<file path="src/rtl/mem_arb_pkg.sv">
// Shared definitions for the two-port memory arbiter: FSM encoding, port
// indices and bus widths.
package mem_arb_pkg;

    typedef enum logic [1:0] {
        IDLE = 2'd0,
        BUSY = 2'd1,
        RESP = 2'd2
    } arb_state_t;

    localparam int PORT_IF    = 0;
    localparam int PORT_LS    = 1;
    localparam int DATA_W     = 32;
    localparam int ADDR_WIDTH = 32;
    localparam int BE_W       = DATA_W / 8;

endpackage

</file>
<file path="src/rtl/mem_arbiter_if.sv">
// Fetch, load-store and shared memory bus signals of the arbiter. The slave
// modport is the arbiter's view; master is the requester/memory side.
interface mem_arbiter_if #(
    parameter int ADDR_W = 32
);
    import mem_arb_pkg::*;

    logic              if_req_i;
    logic [ADDR_W-1:0] if_addr_i;
    logic              if_gnt_o;
    logic              if_rvalid_o;
    logic [DATA_W-1:0] if_rdata_o;
    logic              if_err_o;

    logic              ls_req_i;
    logic              ls_we_i;
    logic [ADDR_W-1:0] ls_addr_i;
    logic [DATA_W-1:0] ls_wdata_i;
    logic [BE_W-1:0]   ls_be_i;
    logic              ls_gnt_o;
    logic              ls_rvalid_o;
    logic [DATA_W-1:0] ls_rdata_o;
    logic              ls_err_o;

    logic              bus_req_o;
    logic              bus_we_o;
    logic [ADDR_W-1:0] bus_addr_o;
    logic [DATA_W-1:0] bus_wdata_o;
    logic [BE_W-1:0]   bus_be_o;
    logic              bus_ack_i;
    logic [DATA_W-1:0] bus_rdata_i;

    modport slave (
        input  if_req_i, if_addr_i,
        output if_gnt_o, if_rvalid_o, if_rdata_o, if_err_o,
        input  ls_req_i, ls_we_i, ls_addr_i, ls_wdata_i, ls_be_i,
        output ls_gnt_o, ls_rvalid_o, ls_rdata_o, ls_err_o,
        output bus_req_o, bus_we_o, bus_addr_o, bus_wdata_o, bus_be_o,
        input  bus_ack_i, bus_rdata_i
    );

    modport master (
        output if_req_i, if_addr_i,
        input  if_gnt_o, if_rvalid_o, if_rdata_o, if_err_o,
        output ls_req_i, ls_we_i, ls_addr_i, ls_wdata_i, ls_be_i,
        input  ls_gnt_o, ls_rvalid_o, ls_rdata_o, ls_err_o,
        input  bus_req_o, bus_we_o, bus_addr_o, bus_wdata_o, bus_be_o,
        output bus_ack_i, bus_rdata_i
    );

endinterface

</file>
<file path="src/rtl/mem_arb_pick.sv">
// Two-way grant selection: a lone requester wins, a tie goes to the port
// named by ptr. Output is one-hot (or zero with no requests).
module mem_arb_pick
    import mem_arb_pkg::*;
(
    input  logic [1:0] req,
    input  logic       ptr,
    output logic [1:0] gnt
);

    always_comb begin
        gnt = 2'b00;
        if (req[PORT_LS] && req[PORT_IF]) begin
            gnt[ptr] = 1'b1;
        end else if (req[PORT_LS]) begin
            gnt[PORT_LS] = 1'b1;
        end else if (req[PORT_IF]) begin
            gnt[PORT_IF] = 1'b1;
        end
    end

endmodule

</file>
<file path="src/rtl/mem_arbiter.sv">
// Arbitrates fetch and load-store ports onto one single-port memory bus.
// Define MEM_ARB_RR_EN for round-robin ties; default is fixed LS priority.
module mem_arbiter
    import mem_arb_pkg::*;
#(
    parameter int TIMEOUT_CYC = 64,
    parameter int ADDR_W      = ADDR_WIDTH
) (
    input logic          clk,
    input logic          arst_n,
    mem_arbiter_if.slave arb
);

    localparam int CNT_W = $clog2(TIMEOUT_CYC + 1);
    localparam logic [CNT_W-1:0] TMO_LAST = CNT_W'(TIMEOUT_CYC - 1);

    arb_state_t        state;
    logic              winner;
    logic [CNT_W-1:0]  tmo_cnt;
    logic [1:0]        req;
    logic [1:0]        pick_gnt;
    logic              pick_ptr;
    logic              grant_en;
    logic              sel_ls;
    logic [ADDR_W-1:0] sel_addr;
    logic              resp_fire;
    logic              resp_err;
    logic [DATA_W-1:0] resp_data;

    assign req[PORT_IF] = arb.if_req_i;
    assign req[PORT_LS] = arb.ls_req_i;

`ifdef MEM_ARB_RR_EN
    logic rr_ptr;
    assign pick_ptr = rr_ptr;
`else
    assign pick_ptr = 1'(PORT_LS);
`endif

    mem_arb_pick u_pick (
        .req (req),
        .ptr (pick_ptr),
        .gnt (pick_gnt)
    );

    // Grants are only offered from IDLE and never while reset is applied.
    assign grant_en     = (state == IDLE) && arst_n;
    assign arb.if_gnt_o = grant_en && pick_gnt[PORT_IF];
    assign arb.ls_gnt_o = grant_en && pick_gnt[PORT_LS];
    assign sel_ls       = pick_gnt[PORT_LS];
    assign sel_addr     = sel_ls ? arb.ls_addr_i : arb.if_addr_i;

    // An ack on the final timeout cycle still counts as a normal completion.
    assign resp_fire = arb.bus_ack_i || (tmo_cnt == TMO_LAST);
    assign resp_err  = !arb.bus_ack_i;
    assign resp_data = (arb.bus_ack_i && !arb.bus_we_o) ? arb.bus_rdata_i : '0;

    always_ff @(posedge clk) begin
        if (!arst_n) begin
            state           <= IDLE;
            winner          <= 1'(PORT_LS);
            tmo_cnt         <= '0;
            arb.bus_req_o   <= 1'b0;
            arb.bus_we_o    <= 1'b0;
            arb.bus_addr_o  <= '0;
            arb.bus_wdata_o <= '0;
            arb.bus_be_o    <= '0;
            arb.if_rvalid_o <= 1'b0;
            arb.if_rdata_o  <= '0;
            arb.if_err_o    <= 1'b0;
            arb.ls_rvalid_o <= 1'b0;
            arb.ls_rdata_o  <= '0;
            arb.ls_err_o    <= 1'b0;
`ifdef MEM_ARB_RR_EN
            rr_ptr          <= 1'(PORT_LS);
`endif
        end else begin
            case (state)
                IDLE: begin
                    if (|req) begin
                        state           <= BUSY;
                        winner          <= sel_ls;
                        tmo_cnt         <= '0;
                        arb.bus_req_o   <= 1'b1;
                        arb.bus_we_o    <= sel_ls && arb.ls_we_i;
                        arb.bus_addr_o  <= sel_addr;
                        arb.bus_wdata_o <= sel_ls ? arb.ls_wdata_i : '0;
                        arb.bus_be_o    <= sel_ls ? arb.ls_be_i : '1;
`ifdef MEM_ARB_RR_EN
                        rr_ptr          <= sel_ls ? 1'(PORT_IF) : 1'(PORT_LS);
`endif
                    end
                end
                BUSY: begin
                    if (resp_fire) begin
                        state           <= RESP;
                        arb.bus_req_o   <= 1'b0;
                        arb.if_rvalid_o <= (winner == 1'(PORT_IF));
                        arb.if_rdata_o  <= (winner == 1'(PORT_IF)) ? resp_data : '0;
                        arb.if_err_o    <= (winner == 1'(PORT_IF)) && resp_err;
                        arb.ls_rvalid_o <= (winner == 1'(PORT_LS));
                        arb.ls_rdata_o  <= (winner == 1'(PORT_LS)) ? resp_data : '0;
                        arb.ls_err_o    <= (winner == 1'(PORT_LS)) && resp_err;
                    end else begin
                        tmo_cnt <= tmo_cnt + CNT_W'(1);
                    end
                end
                RESP: begin
                    state           <= IDLE;
                    arb.if_rvalid_o <= 1'b0;
                    arb.if_rdata_o  <= '0;
                    arb.if_err_o    <= 1'b0;
                    arb.ls_rvalid_o <= 1'b0;
                    arb.ls_rdata_o  <= '0;
                    arb.ls_err_o    <= 1'b0;
                end
                default: state <= IDLE;
            endcase
        end
    end

endmodule

</file>
<file path="src/flat_wrapper.sv">
// flat-port wrapper written by rule: the top's interface ports become plain ports
module mem_arbiter_flat import mem_arb_pkg::*;
#(
    parameter int TIMEOUT_CYC = 64,
    parameter int ADDR_W      = ADDR_WIDTH
)
  (clk, arst_n, arb_if_req_i, arb_if_addr_i, arb_if_gnt_o, arb_if_rvalid_o, arb_if_rdata_o, arb_if_err_o, arb_ls_req_i, arb_ls_we_i, arb_ls_addr_i, arb_ls_wdata_i, arb_ls_be_i, arb_ls_gnt_o, arb_ls_rvalid_o, arb_ls_rdata_o, arb_ls_err_o, arb_bus_req_o, arb_bus_we_o, arb_bus_addr_o, arb_bus_wdata_o, arb_bus_be_o, arb_bus_ack_i, arb_bus_rdata_i);
  mem_arbiter_if #(.ADDR_W(ADDR_W)) arb_i ();
  input logic clk;
  input logic arst_n;
  input wire logic [$bits(arb_i.if_req_i)-1:0] arb_if_req_i;
  input wire logic [$bits(arb_i.if_addr_i)-1:0] arb_if_addr_i;
  output wire logic [$bits(arb_i.if_gnt_o)-1:0] arb_if_gnt_o;
  output wire logic [$bits(arb_i.if_rvalid_o)-1:0] arb_if_rvalid_o;
  output wire logic [$bits(arb_i.if_rdata_o)-1:0] arb_if_rdata_o;
  output wire logic [$bits(arb_i.if_err_o)-1:0] arb_if_err_o;
  input wire logic [$bits(arb_i.ls_req_i)-1:0] arb_ls_req_i;
  input wire logic [$bits(arb_i.ls_we_i)-1:0] arb_ls_we_i;
  input wire logic [$bits(arb_i.ls_addr_i)-1:0] arb_ls_addr_i;
  input wire logic [$bits(arb_i.ls_wdata_i)-1:0] arb_ls_wdata_i;
  input wire logic [$bits(arb_i.ls_be_i)-1:0] arb_ls_be_i;
  output wire logic [$bits(arb_i.ls_gnt_o)-1:0] arb_ls_gnt_o;
  output wire logic [$bits(arb_i.ls_rvalid_o)-1:0] arb_ls_rvalid_o;
  output wire logic [$bits(arb_i.ls_rdata_o)-1:0] arb_ls_rdata_o;
  output wire logic [$bits(arb_i.ls_err_o)-1:0] arb_ls_err_o;
  output wire logic [$bits(arb_i.bus_req_o)-1:0] arb_bus_req_o;
  output wire logic [$bits(arb_i.bus_we_o)-1:0] arb_bus_we_o;
  output wire logic [$bits(arb_i.bus_addr_o)-1:0] arb_bus_addr_o;
  output wire logic [$bits(arb_i.bus_wdata_o)-1:0] arb_bus_wdata_o;
  output wire logic [$bits(arb_i.bus_be_o)-1:0] arb_bus_be_o;
  input wire logic [$bits(arb_i.bus_ack_i)-1:0] arb_bus_ack_i;
  input wire logic [$bits(arb_i.bus_rdata_i)-1:0] arb_bus_rdata_i;
  assign arb_i.if_req_i = arb_if_req_i;
  assign arb_i.if_addr_i = arb_if_addr_i;
  assign arb_if_gnt_o = arb_i.if_gnt_o;
  assign arb_if_rvalid_o = arb_i.if_rvalid_o;
  assign arb_if_rdata_o = arb_i.if_rdata_o;
  assign arb_if_err_o = arb_i.if_err_o;
  assign arb_i.ls_req_i = arb_ls_req_i;
  assign arb_i.ls_we_i = arb_ls_we_i;
  assign arb_i.ls_addr_i = arb_ls_addr_i;
  assign arb_i.ls_wdata_i = arb_ls_wdata_i;
  assign arb_i.ls_be_i = arb_ls_be_i;
  assign arb_ls_gnt_o = arb_i.ls_gnt_o;
  assign arb_ls_rvalid_o = arb_i.ls_rvalid_o;
  assign arb_ls_rdata_o = arb_i.ls_rdata_o;
  assign arb_ls_err_o = arb_i.ls_err_o;
  assign arb_bus_req_o = arb_i.bus_req_o;
  assign arb_bus_we_o = arb_i.bus_we_o;
  assign arb_bus_addr_o = arb_i.bus_addr_o;
  assign arb_bus_wdata_o = arb_i.bus_wdata_o;
  assign arb_bus_be_o = arb_i.bus_be_o;
  assign arb_i.bus_ack_i = arb_bus_ack_i;
  assign arb_i.bus_rdata_i = arb_bus_rdata_i;
  mem_arbiter #(.TIMEOUT_CYC(TIMEOUT_CYC), .ADDR_W(ADDR_W)) u_core (.clk(clk), .arst_n(arst_n), .arb(arb_i));
endmodule
</file>
<file path="config.mk">
export PLATFORM = sky130hd
export DESIGN_NAME = mem_arbiter_flat
export DESIGN_NICKNAME = d
export VERILOG_FILES = /design/src/rtl/mem_arb_pkg.sv /design/src/rtl/mem_arbiter_if.sv /design/src/rtl/mem_arb_pick.sv /design/src/rtl/mem_arbiter.sv /design/src/flat_wrapper.sv
export SDC_FILE = /design/constraint.sdc
export NUM_CORES = 1
export LEC_CHECK = 0
export CORE_ASPECT_RATIO = 1.2
export CORE_MARGIN = 3
export CORE_UTILIZATION = 40
export DETAILED_ROUTE_END_ITERATION = 16
export PLACE_DENSITY_LB_ADDON = 0.12
export SKIP_LAST_GASP = 1
export SLEW_MARGIN = 40
export SYNTH_ARGS = -nofsm -noshare
export SYNTH_HDL_FRONTEND = slang
export SYNTH_HIERARCHICAL = 1
export SYNTH_SLANG_ARGS = --single-unit
</file>
<file path="constraint.sdc">
create_clock -name clk -period 2.18 [get_ports clk]
set_input_delay 0.327 -clock clk [delete_from_list [all_inputs] [get_ports clk]]
set_output_delay 0.327 -clock clk [all_outputs]
set_load 0.005 [all_outputs]
</file>
==> qor.yml, run 1 <==
drt:
  wl_per_cell_um: 17.24
  first_pass_iters: 4
  num_vias: 5067
  wl_um: 16740
  post_drt_via_cell_ratio: 5.218
  route.detailed.drc: 0
  dr.first_iter.drc_count: 357
  ant_nets: 0
logic_synthesis:
  post_synth_mux_area_share_pct: 6.121
  synth_top_family_by_area: "compound AO/OA/AOI/OAI gates"
  yosysWarningCount: 6
  yosys.area_share.xor_xnor_pct: 0
  async_reset_ff_share_pct: 0
  syn-cell-area_um2: 5396
  seq_area_frac_synth_pct: 54.90
  postSynthRegisterBits: 148
  synth_cells: 528
  synth_top_flop_cell: "sky130_fd_sc_hd__dfxtp_1"
  synth_area_in_compound_gates_pct: 21.49
  synthSimpleGateAreaFrac_pct: 12.13
  yosys.area_share.adder_pct: 0.2319
  synthesis.area_per_instance_um2: 10.22
  synth_enable_flop_cells: 0
  ys_types: 36
power_and_ir_drop:
  sequentialPowerShare_pct: 41.8
  static-leakage-power_uw: 0.003356
  peakVddDrop_uv: 708.5
  net_switching_power_of_the_design_uw: 1669
  p_per_area_nw_per_um2: 786.1
  combPwrFrac_pct: 15.9
  p_clk_share_pct: 42.3
  power.switching_fraction_pct: 23.70
  power.internal_uw: 5374
finish:
  insertedDiodeCount: 0
  final_layout_size_suffix_gt1_share_pct: 6.815
  layout_commonest_cell: "sky130_fd_sc_hd__clkdlybuf4s50_1"
  layout-area-overhead-vs-synth_pct: 66.03
  most_frequent_cells_in_the_layout: "sky130_fd_sc_hd__clkdlybuf4s50_1, sky130_fd_sc_hd__dfxtp_1, sky130_fd_sc_hd__a22o_1"
  fillerInstances: 994
  fin_nets: 933
  layout.cells.non_filler: 971
critical_path:
  worst_r2r_startpoint: "u_core/tmo_cnt[0]"
  worst_setup_path_end_kind: "output pin"
  critical_path_arrival_ns: 1.72
  worst_r2r_path_depth: 6
  crit_path_cell_trace: "nor2_2 -> and3_1 -> clkdlybuf4s50_1"
  worst-path-max-fanout: 6
  worst_ep_required_ns: 1.85
  cp_slowest_cell: "sky130_fd_sc_hd__clkdlybuf4s50_1"
  timing.setup.critical_path_class: "reg2out"
  setup.worst_path.start_class: "flop"
  critical-path-max-stage-delay_ns: 0.51
  r2r-end: "u_core/arb.ls_rdata_o[9]"
  worst-r2r-setup-slack_ns: 0.39
clocking:
  clock_tree.htree_level_count: 4
  clock_slew_at_reported_path_ffs_ns: 0.06
  tritoncts: "done"
  cts_root_buffer: "sky130_fd_sc_hd__clkbuf_16"
  cts_max_path_buffers: 2
  numCtsBuffers: 17
  clkLatencyLatePin_ns: 0.41
  clkSinkCount: 148
global_route:
  globalRoute.totalOverflow: 0
  gr-usage-met1_pct: 24.26
  grt_usage_pct: 21.97
  antenna_found_initial: 0
  busiest_layer: "met2"
  grt_pass1_vias: 5229
  globalRouteMet3Util_pct: 9.859
  grt_pass1_wl_um: 26500
  grt_start_max_net_pins: 75
  gr-usage-met2_pct: 37.73
floorplanning:
  rows: 45
  initial_utilization_pct: 41.67
  chipWidth_um: 112.0
  ioPinCount: 278
  die_y_um: 133.2
  die_area_um2: 14930
  core_region_area_um2: 12950
placed_design:
  number_of_buffers_added_on_ports: 277
  globalplace.congestion: 0.8544
  dp_hpwl_um: 12030
  placed_cells: 939
  worst_slack_placed_ns: 0.1382
timing:
  timing.final.hold_violations: 0
  fmax_ghz: 0.4884
  final_critical_path_setup_slack_ns: 0.1324
  rsz0062_at_grt: "false"
  relSlewSlack_pct: 62.92
  layout_min_cycle_time_ns: 2.048
  final_setup_violation_count: 0
  finalCritPeriodShare_pct: 93.93
  worst_tran_pin_value_ns: 0.5526
  whs_ns: 0.4482
  totalNegativeSetupSlack_ns: 0
  final_max_slew_viol_count: 0
  worst_clock_skew_ns: 0.008417
hold_path:
  hold_path_depth: 2
  timing.hold.worst_endpoint: "u_core/arb.bus_wdata_o[6]"
  hold_path_startpoint: "u_core/arb.bus_wdata_o[6]"
  worst_hold_path_type: "reg2reg"
flow_run:
  timing.max_cap.violations: 0
run_status:
  run_status: "complete, no violations"
synthesized netlist by cell type, drive strengths merged (6+ instances only):
master / instances / share of area (%)
dfxtp: 148 / 55
a211oi: 33 / 4.7
nor2: 42 / 3.2
buf: 28 / 3.5
a22o: 66 / 11
nand3: 37 / 3.4
clkbuf: 17 / 1.2
a21oi: 35 / 3.2
o21ai: 6 / 0.56
nand2: 38 / 2.6
mux2i: 33 / 6.1
kinds of logic (layout without fill, tap and decap cells):
family | count (synthesis) | in the layout
AOI/OAI and AO/OA | 155 | 155
other | 1 | 2
muxes | 33 | 33
adders and majority gates | 1 | 1
and+or+nand+nor | 140 | 140
DFF | 148 | 148
buffers and inverters | 50 | 328
power by group through the flow:
| stage | clock network [uW] | logic, uW | registers [uW] |
|---|---|---|---|
| floorplan | 0 | 413 | 3000 |
| global placement | 0 | 1100 | 2990 |
| detailed placement | 0 | 1120 | 3000 |
| CTS | 3040 | 1130 | 2940 |
| global route | 3160 | 1210 | 2960 |
| finish | 2980 | 1120 | 2940 |
cell type report:
| cell class | count | area, um2 | area share [%] |
|---|---|---|---|
| multi-input cells | 331 | 2197 | 24.52 |
| flip-flops and latches | 148 | 2963 | 33.07 |
| repair buffers | 291 | 2965 | 33.10 |
| clock buffers | 21 | 460.4 | 5.139 |
| well taps | 164 | 205.2 | 2.290 |
| inverters | 5 | 18.77 | 0.2095 |
| clock inverters | 11 | 150.1 | 1.676 |
critical path: cells and delay by family, from the launching register on:
family / cells / cell delay (ns)
buffers and inverters: 1 / 0.51
DFF: 1 / 0.36
and+or+nand+nor: 2 / 0.44
through the flow:
| step | power, uW | instance area (um2) | util, % |
|---|---|---|---|
| after global placement | 4092 | 8347 | 64.45 |
| final | 7043 | 8960 | 69.19 |
| after floorplan | 3417 | 5400 | - |
| after global routing | 7331 | 8960 | 69.19 |
| after detailed placement | 4119 | 8347 | 64.45 |
| after CTS | 7106 | 8957 | 69.17 |
worst max path at each step:
stage	from	to	slack [ns]	cells after the start
finish	u_core/state[1]	arb_if_gnt_o	0.13	3
global route	u_core/state[1]	arb_ls_gnt_o	0.03	3
CTS	u_core/state[1]	arb_if_gnt_o	0.002	3
detailed placement	arb_ls_req_i	u_core/arb.bus_addr_o[5]	0.14	5
global placement	arb_ls_req_i	arb_ls_gnt_o	0.17	4
floorplan	u_core/tmo_cnt[0]	u_core/arb.if_rdata_o[10]	0.61	7
routing by layer:
metal | routed length [um] | vias up | share of wire (%)
met1 | 6590 | 2370 | 39
met5 | 0 | - | 0
li1 | - | 2461 | -
met3 | 1609 | 23 | 9.6
met2 | 8254 | 213 | 49
met4 | 289 | 0 | 1.7
what timing repair did:
item | in CTS | in global routing
hold buffers | 0 | 0
endpoints found under the setup margin | 0 | 2
endpoints found under the hold margin | 0 | 0
buffers inserted | 0 | 0
resized for setup | 0 | 1
flip-flops by register name, indices dropped and copies added (netlist names), 2 cells and up:
name	cells
u_core/arb.bus_addr_o	32
u_core/arb.bus_be_o	4
u_core/arb.bus_wdata_o	32
u_core/arb.if_rdata_o	32
u_core/arb.ls_rdata_o	32
u_core/state	2
u_core/tmo_cnt	7
Note: power is estimated with default switching activity, not from simulation.
==> run 2, diff against run 1 <==
--- a/config.mk
+++ b/config.mk
@@ -5,11 +5,12 @@
 export SDC_FILE = /design/constraint.sdc
 export NUM_CORES = 1
 export LEC_CHECK = 0
-export CORE_ASPECT_RATIO = 1.2
+export CORE_ASPECT_RATIO = 2
 export CORE_MARGIN = 3
 export CORE_UTILIZATION = 40
 export DETAILED_ROUTE_END_ITERATION = 16
 export PLACE_DENSITY_LB_ADDON = 0.12
+export REMOVE_ABC_BUFFERS = 1
 export SKIP_LAST_GASP = 1
 export SLEW_MARGIN = 40
 export SYNTH_ARGS = -nofsm -noshare
==> qor.yml, run 2 (synthesis results as in run 1) <==
critical_path:
  timing.setup.critical_path_class: "reg2out"
  timing.critical_path.buf_inv: 1
  worst_ep_required_ns: 1.85
  worst-path-max-fanout: 6
  crit_path_cell_trace: "nor2_2 -> and3_1 -> clkdlybuf4s50_1"
  critical_path_arrival_ns: 1.74
  crit_cells: 3
  cp_slowest_cell: "sky130_fd_sc_hd__clkdlybuf4s50_1"
  worst_setup_path_end_kind: "output pin"
  critPathTopFamily: "buffers and inverters"
  setup.worst_path.start_class: "flop"
  worst_r2r_path_depth: 6
  critical-path-max-stage-delay_ns: 0.50
finish:
  multi_input_area_um2: 2205
  insertedDiodeCount: 0
  fin_nets: 935
  most_frequent_cells_in_the_layout: "sky130_fd_sc_hd__clkdlybuf4s50_1, sky130_fd_sc_hd__dfxtp_1, sky130_fd_sc_hd__a22o_1"
  layout-area-overhead-vs-synth_pct: 65.31
  fillerInstances: 1066
  layout_commonest_cell: "sky130_fd_sc_hd__clkdlybuf4s50_1"
  final_layout_size_suffix_gt1_share_pct: 7.293
  layout.cell_area.non_filler_um2: 8921
  area.sequential_um2: 2963
  layout.cells.non_filler: 961
floorplanning:
  rows: 59
  ioPinCount: 278
  core_region_area_um2: 13140
  die_y_um: 170.3
  die_area_um2: 15010
  initial_utilization_pct: 41.07
  chipWidth_um: 88.13
global_route:
  grt_start_max_net_pins: 75
  grt_pass1_vias: 5117
  globalRoute.totalOverflow: 0
  grt_usage_pct: 21.52
  grt_pass1_wl_um: 25400
  antenna_found_initial: 0
clocking:
  clock_tree.htree_level_count: 4
  clkLatencyLatePin_ns: 0.41
  numCtsBuffers: 17
  cts-hold-fix-buffers: 0
  tritoncts: "done"
  cts_max_path_buffers: 2
  clock_slew_at_reported_path_ffs_ns: 0.07
  cts_setup_buffers: 0
  cts_root_buffer: "sky130_fd_sc_hd__clkbuf_16"
  clkSinkCount: 148
timing:
  rsz0062_at_grt: "false"
  totalNegativeSetupSlack_ns: 0
  finalCritPeriodShare_pct: 94.88
  final_max_slew_viol_count: 0
  final_setup_violation_count: 0
  relSlewSlack_pct: 66.51
  worst_clock_skew_ns: 0.01023
  timing.final.hold_violations: 0
  worst_tran_pin_value_ns: 0.4990
  layout_min_cycle_time_ns: 2.068
  fmax_ghz: 0.4835
placed_design:
  number_of_buffers_added_on_ports: 277
  postPlaceCellArea_um2: 8354
  globalplace.congestion: 0.8114
  dp_hpwl_um: 12000
  placed_cells: 929
drt:
  route.detailed.drc: 0
  dr.first_iter.drc_count: 244
  first_pass_iters: 4
  wl_um: 16600
  ant_nets: 0
  post_drt_via_cell_ratio: 5.325
  num_vias: 5117
  wl_per_cell_um: 17.27
hold_path:
  worst_hold_path_type: "reg2reg"
  hold_path_depth: 2
power_and_ir_drop:
  p_clk_share_pct: 40.6
  combPwrFrac_pct: 16.3
  peakVddDrop_uv: 561.0
  p_per_area_nw_per_um2: 765.5
  sequentialPowerShare_pct: 43.1
  power.switching_fraction_pct: 25.85
  net_switching_power_of_the_design_uw: 1765
  power.internal_uw: 5064
  static-leakage-power_uw: 0.003343
run_status:
  run_status: "complete, no violations"
flow_run:
  timing.max_cap.violations: 0
-- run 2: cell types whose count changed in the layout (fill, tap and decap cells not counted) --
| cell | before | now |
|---|---|---|
| sky130_fd_sc_hd__clkinvlp_4 | 2 | 3 |
| sky130_fd_sc_hd__clkinv_2 | 2 | 1 |
| sky130_fd_sc_hd__inv_8 | 0 | 2 |
| sky130_fd_sc_hd__buf_4 | 7 | 9 |
| sky130_fd_sc_hd__clkinv_4 | 2 | 1 |
| sky130_fd_sc_hd__clkbuf_1 | 2 | 0 |
| sky130_fd_sc_hd__o21ai_4 | 0 | 1 |
| sky130_fd_sc_hd__bufinv_16 | 3 | 0 |
| sky130_fd_sc_hd__o21ai_2 | 1 | 0 |
| sky130_fd_sc_hd__inv_6 | 2 | 6 |
-- run 2: stage by stage --
stage	setup WS [ns]	total power, uW	utilization (%)	hold WS [ns]
3_3_place_gp	0.1528	4096	63.58	0.4374
4_1_cts	0.09361	6902	67.89	0.4527
3_5_place_dp	0.1251	4122	63.58	0.4452
5_1_grt	0.04128	7108	67.89	0.4715
6_report	0.1115	6829	67.89	0.4507
2_1_floorplan	-2.405	3388	-	0.4159
-- run 2: cell type report --
type | count | share of cell area [%]
Sequential cell | 148 | 33.21
Timing Repair Buffer | 293 | 33.41
Clock inverter | 13 | 1.248
Tap cell | 152 | 2.132
Clock buffer | 19 | 5.077
Multi-Input combinational cell | 331 | 24.71
Inverter | 5 | 0.2104
-- run 2: power groups by stage --
stage	sequential, uW	clock (uW)	combinational (uW)
floorplan	3000	0	383
global placement	2990	0	1100
detailed placement	3000	0	1120
CTS	2940	2830	1130
global route	2960	2940	1210
finish	2940	2770	1120
-- run 2: worst min-delay path, stage by stage (launching register included) --
cell and delay [ns]:
sky130_fd_sc_hd__dfxtp_1 0.31, sky130_fd_sc_hd__nand2_1 0.05, sky130_fd_sc_hd__a21oi_1 0.05
-- run 2: worst paths after layout --
kind                                                  from                          to  slack, ns
worst min register to register  u_core/arb.bus_wdata_o[15]  u_core/arb.bus_wdata_o[15]       0.45
worst min-delay path            u_core/arb.bus_wdata_o[15]  u_core/arb.bus_wdata_o[15]       0.45
worst max register to register           u_core/tmo_cnt[0]   u_core/arb.if_rdata_o[13]       0.35
worst max-delay path                       u_core/state[1]                arb_ls_gnt_o       0.11
-- run 2: timing repair --
| item | CTS | global route |
|---|---|---|
| gates resized for setup | 1 | 0 |
| setup endpoints to repair | 1 | 0 |
| hold endpoints to repair | 0 | 0 |
-- run 2: routing by layer --
layer	part of all wire [%]	global-route usage (%)	wire (um)
met1	37	22.41	6081
met2	51	37.61	8515
met3	9.9	8.915	1636
met4	2.2	8.553	365
met5	0	0	0
